<file path="src/rtl/mult_share_ctrl.sv">
// mult_share_ctrl: round-robin sharing of one fixed-latency, non-stallable multiplier among N requesters
// Ports:
//   clk, rst                 clock, synchronous active-high reset
//   req_valid/req_ready      per-requester handshake (req_ready is one-hot grant)
//   req_a/req_b              packed operands, requester i at [i*W +: W]
//   mul_a/mul_b/mul_product  registered operands to / result from the external multiplier
//   rsp_valid/rsp_ready      response handshake from the result FIFO head
//   rsp_id/rsp_product       originating requester and product of the head entry
//   busy                     operations issued but not yet returned
module mult_share_ctrl #(
    parameter int W          = 16,
    parameter int N          = 4,
    parameter int LAT        = 9,
    parameter int FIFO_DEPTH = 16
) (
    input  logic                 clk,
    input  logic                 rst,
    input  logic [N-1:0]         req_valid,
    output logic [N-1:0]         req_ready,
    input  logic [N*W-1:0]       req_a,
    input  logic [N*W-1:0]       req_b,
    output logic [W-1:0]         mul_a,
    output logic [W-1:0]         mul_b,
    input  logic [2*W-1:0]       mul_product,
    output logic                 rsp_valid,
    input  logic                 rsp_ready,
    output logic [$clog2(N)-1:0] rsp_id,
    output logic [2*W-1:0]       rsp_product,
    output logic                 busy
);
    localparam int IW = $clog2(N);
    localparam int CW = $clog2(FIFO_DEPTH + 1);
    localparam int PW = FIFO_DEPTH > 1 ? $clog2(FIFO_DEPTH) : 1;

    logic [CW-1:0]      c_q, c_d, cnt_q, cnt_d;
    logic [IW-1:0]      last_q, gid, cand;
    logic [W-1:0]       a_q, b_q, sel_a, sel_b;
    logic               found, can_grant, issue, push, pop;
    logic               vld_q [LAT+1];
    logic [IW-1:0]      id_q  [LAT+1];
    logic [PW-1:0]      wr_q, rd_q;
    logic [IW+2*W-1:0]  mem   [FIFO_DEPTH];

    function automatic logic [PW-1:0] nxt(input logic [PW-1:0] p);
        return (p == PW'(FIFO_DEPTH - 1)) ? '0 : p + 1'b1;
    endfunction

    // Round-robin search starting just after the last winner.
    always_comb begin
        found = 1'b0;
        gid   = '0;
        cand  = last_q;
        for (int k = 0; k < N; k++) begin
            cand = (cand == IW'(N - 1)) ? '0 : cand + 1'b1;
            if (!found && req_valid[cand]) begin
                found = 1'b1;
                gid   = cand;
            end
        end
        sel_a = '0;
        sel_b = '0;
        for (int i = 0; i < N; i++) begin
            if (gid == IW'(i)) begin
                sel_a = req_a[i*W +: W];
                sel_b = req_b[i*W +: W];
            end
        end
    end

    // Grant only uses registered credit state, so rsp_ready never reaches req_ready.
    assign can_grant = !rst && (c_q != CW'(FIFO_DEPTH));
    assign issue     = found && can_grant;
    assign req_ready = issue ? (N'(1) << gid) : '0;
    assign rsp_valid = cnt_q != '0;
    assign pop       = rsp_valid && rsp_ready;
    assign push      = vld_q[LAT];
    assign c_d       = c_q + CW'(issue) - CW'(pop);
    assign cnt_d     = cnt_q + CW'(push) - CW'(pop);
    assign mul_a     = a_q;
    assign mul_b     = b_q;
    assign busy      = c_q != '0;
    assign {rsp_id, rsp_product} = mem[rd_q];

    // Issue register is stage 0 of the ID line; stage LAT lines up with mul_product.
    always_ff @(posedge clk) begin
        if (rst) begin
            a_q    <= '0;
            b_q    <= '0;
            last_q <= IW'(N - 1);
            c_q    <= '0;
            for (int k = 0; k <= LAT; k++) vld_q[k] <= 1'b0;
        end else begin
            c_q      <= c_d;
            vld_q[0] <= issue;
            id_q[0]  <= gid;
            for (int k = LAT; k > 0; k--) begin
                vld_q[k] <= vld_q[k-1];
                id_q[k]  <= id_q[k-1];
            end
            if (issue) begin
                a_q    <= sel_a;
                b_q    <= sel_b;
                last_q <= gid;
            end
        end
    end

    always_ff @(posedge clk) begin
        if (rst) begin
            wr_q  <= '0;
            rd_q  <= '0;
            cnt_q <= '0;
        end else begin
            cnt_q <= cnt_d;
            if (push) wr_q <= nxt(wr_q);
            if (pop) rd_q <= nxt(rd_q);
        end
    end

    always_ff @(posedge clk) begin
        if (push) mem[wr_q] <= {id_q[LAT], mul_product};
    end

    always_ff @(posedge clk) begin
        if (!rst) assert (!(push && cnt_q == CW'(FIFO_DEPTH) && !pop));
    end
endmodule
</file>
<file path="config.mk">
export PLATFORM = sky130hd
export DESIGN_NAME = mult_share_ctrl
export DESIGN_NICKNAME = d
export VERILOG_FILES = /design/src/rtl/mult_share_ctrl.sv
export SDC_FILE = /design/constraint.sdc
export NUM_CORES = 1
export LEC_CHECK = 0
export BUFFER_PORTS_ARGS = -buffer_cell sky130_fd_sc_hd__buf_2
export CORE_ASPECT_RATIO = 1.4
export CORE_MARGIN = 2
export CORE_UTILIZATION = 45
export CTS_CLUSTER_SIZE = 20
export DETAILED_ROUTE_END_ITERATION = 8
export HOLD_SLACK_MARGIN = 0.02
export PLACE_DENSITY = 0.64
export REMOVE_ABC_BUFFERS = 1
export SLEW_MARGIN = 20
export SYNTH_ARGS = -nofsm -noshare
export SYNTH_HDL_FRONTEND = slang
export SYNTH_SLANG_ARGS = --single-unit
export TNS_END_PERCENT = 30
</file>
<file path="constraint.sdc">
create_clock -name clk -period 3.7 [get_ports clk]
set_clock_uncertainty 0.15 [all_clocks]
set_input_delay 0.185 -clock clk [delete_from_list [all_inputs] [get_ports clk]]
set_output_delay 0.185 -clock clk [all_outputs]
set_load 0.05 [all_outputs]
</file>
==> metrics.md <==
| Metric | Value |
|---|---|
| Peak supply drop | `0.531 mV` |
| Slew Viols, Final | `0` |
| Initial DRT Pass Iterations | `5` |
| Gr usage total | `20.4%` |
| CP Capture Type | `flop` |
| Vias in the first global route | `13.9k` |
| Post-synth EDFFs | `564` |
| WL final | `57.1 mm` |
| Initial Util | `45.5%` |
| Power per cell area | `631 mW/mm^2` |
| Placed Cells | `2107` |
| Area fraction of the dominant cell type after synthesis | `68.7%` |
| Worst skew pair latency | `0.59 ns` |
| Outcome | `complete, no violations` |
| Die ar. | `0.0567 mm^2` |
| Chip width | `202 um` |
| Leakage power | `10.2 nW` |
| Hpwl dp | `32.3 mm` |
| Synth Register Bits | `630` |
| RSZ-0062 raised after global routing | `false` |
| Final core utilization | `55.5%` |
| # nets final | `1756` |
| Yosys top cell by area | `edfxtp_1` |
| Syn Area/Cell | `21.1 um^2` |
| Startpoint types | `flop` |
| Fmax | `0.286 GHz` |
| # setup viols final | `0` |
| Area grow syn2layout | `21.9%` |
| Worst-case clock buffer depth | `3` |
| Post-synthesis instance area | `0.0247 mm^2` |
| Final ANT Viol Nets | `0` |
| Worst Reg-to-Reg Cells | `8` |
| Initial antenna violation count | `4` |
| Maxcap violations | `0` |
| Post-place setup slack | `0.573 ns` |
| Total of warnings raised by yosys | `0` |
| Cells after synthesis | `1168` |
| Num CTS Buffers | `57` |
| CORE AREA | `0.0542 mm^2` |
| Clock Sinks | `630` |
| Clock-pin slew on the worst setup and hold paths | `0.07 ns` |
| # IOs | `239` |
| Post-synth ARST share | `0%` |
| Crit path kind | `flop to flop` |
| Least-Margin Pin Slew | `0.963 ns` |
| Vias/cell | `5.57` |
| Final TNS setup | `0 ns` |
| Sequential share of the synthesized area | `74.0%` |
| Final WS setup | `0.198 ns` |
| DR WL/cell | `24.4 um` |
| Hold depth | `4` |
| Top post-synthesis cells by area | `edfxtp_1, mux4_2, dfxtp_1` |
| Synth Flop Type | `edfxtp_1` |
| Synth cell types | `49` |
| CTS tree | `done` |
| # DRC | `0` |
| DIE HEIGHT | `281 um` |
| Most common cell after layout, fill and taps aside | `edfxtp_1` |
| Non-filler cells, final | `2339` |
| H-tree depth | `2` |
| CTS Root Cell | `clkbuf_16` |
| Total number of vias | `13.0k` |
| Required @ worst endpoint | `4.03 ns` |
| Max FO, Critical Path | `14` |
| Worst Path Arrival | `3.84 ns` |
| Gpl congestion | `0.896` |
| Fin crit share | `94.6%` |
| Slew HR | `35.8%` |
| Fin crit period | `3.50 ns` |
| Grt total ovfl | `0` |
| First-pass GRT wire length | `85.4 mm` |
| Port-buffer cells | `238` |
| Detailed Route Iter0 Violations | `712` |
| Largest net degree at the start of global routing | `44` |
| Share of cells above drive strength 1 | `36.5%` |
| Hold crit path type | `input port to flop` |
| Row cnt | `101` |
| Commonest non-fill, non-tap cells in the layout | `edfxtp_1, buf_2, mux4_2` |
| Hold Vio Cnt, Final | `0` |
## flip-flops by register name, summed over array words and instances (netlist names), named ones only
signal and count:
cnt_q 5, c_q 5, vld_q 10, mul_b 16, wr_q 4, last_q 2
mem 544, mul_a 16, id_q 20, rd_q 4
## final cells by class
cell class                      count  area (um^2)
Inverter                           19         71.3
Clock inverter                     44          467
Sequential cell                   630        18300
Antenna cell                        2         5.00
Multi-Input combinational cell    458         6060
Clock buffer                       62         1470
Fill cell                        4087        24100
Tap cell                          721          902
Timing Repair Buffer              403         2830
## cells by family (layout without fill, tap and decap cells)
group	count (synthesis)	count (layout)	share of synthesized area (%)
other	0	2	0
AOI/OAI and AO/OA	119	119	3.72
adders and majority gates	20	20	1.08
buffers and inverters	80	528	1.52
muxes	206	206	17.2
xor gates and xnor gates	9	9	0.320
and+or+nand+nor	104	104	2.11
DFF	630	630	74.0
## critical path, stage by stage (launching register included)
cell           delay (ns)
dfxtp_1              0.45
ha_1                 0.36
nor2b_1              0.20
o21a_1               0.48
nor2_1               0.27
a221oi_1             0.28
dlygate4sd3_1        0.58
a21oi_1              0.06
dlygate4sd3_1        0.57
## metal layers
layer,share of wire (%),track usage (%)
met1,38,24.8
met2,52,36.8
met3,6.3,3.49
met4,3.2,7.11
met5,0.047,0
## report_power, final
group / leakage [nW] / total (W) / internal [W] / switching (W)
Combinational: 3.61 / 0.00470 / 0.00205 / 0.00265
Sequential: 5.63 / 0.00824 / 0.00800 / 0.000243
Clock: 0.946 / 0.00604 / 0.00344 / 0.00261
Total: 10.2 / 0.0190 / 0.0135 / 0.00550
## stage by stage
step	area, um^2	hold WS, ns	total power (W)
3_5_place_dp	26900	0.242	0.0127
3_3_place_gp	26900	0.238	0.0127
6_report	30100	0.0615	0.0190
2_1_floorplan	24400	0.102	0.0118
4_1_cts	30000	0.0456	0.0191
5_1_grt	30100	0.0733	0.0197
## repair_timing
item	in CTS	in global routing
setup endpoints to repair	0	12
buffers inserted	0	4
hold endpoints to repair	549	0
hold buffers	120	0
gates resized for setup	0	1
## synth_stat cells (2+ instances only)
| library cell | number |
|---|---|
| a211o_1 | 12 |
| a21o_1 | 3 |
| a21oi_1 | 27 |
| a221oi_1 | 3 |
| a221oi_2 | 11 |
| a22oi_1 | 5 |
| and2_1 | 16 |
| and3_1 | 2 |
| buf_1 | 6 |
| buf_2 | 20 |
| buf_4 | 5 |
| buf_6 | 4 |
| clkbuf_1 | 26 |
| dfxtp_1 | 66 |
| edfxtp_1 | 564 |
| fa_1 | 2 |
| ha_1 | 18 |
| inv_1 | 16 |
| inv_2 | 3 |
| mux2_1 | 2 |
| mux2_4 | 11 |
| mux2i_1 | 23 |
| mux4_2 | 170 |
| nand2_1 | 29 |
| nand3_1 | 7 |
| nor2_1 | 23 |
| nor2b_1 | 14 |
| nor3_1 | 3 |
| nor3b_1 | 2 |
| nor4_1 | 2 |
| o211ai_1 | 6 |
| o21a_1 | 2 |
| o21ai_0 | 15 |
| o21ai_1 | 4 |
| o221ai_1 | 2 |
| o2bb2ai_1 | 11 |
| o31a_1 | 2 |
| o32ai_1 | 12 |
| or3_1 | 2 |
| xnor2_1 | 4 |
| xor2_1 | 5 |
## worst paths after layout
| check | start | end | slack [ns] |
|---|---|---|---|
| worst min-delay path | req_b[49] | mul_b[1] | 0.06 |
| worst max-delay path | last_q[0] | mul_a[8] | 0.20 |
| worst min register to register | id_q[0][11] | id_q[0][13] | 0.27 |
| worst max register to register | last_q[0] | mul_a[8] | 0.20 |
No activity file was read; power rests on OpenSTA's default activity.
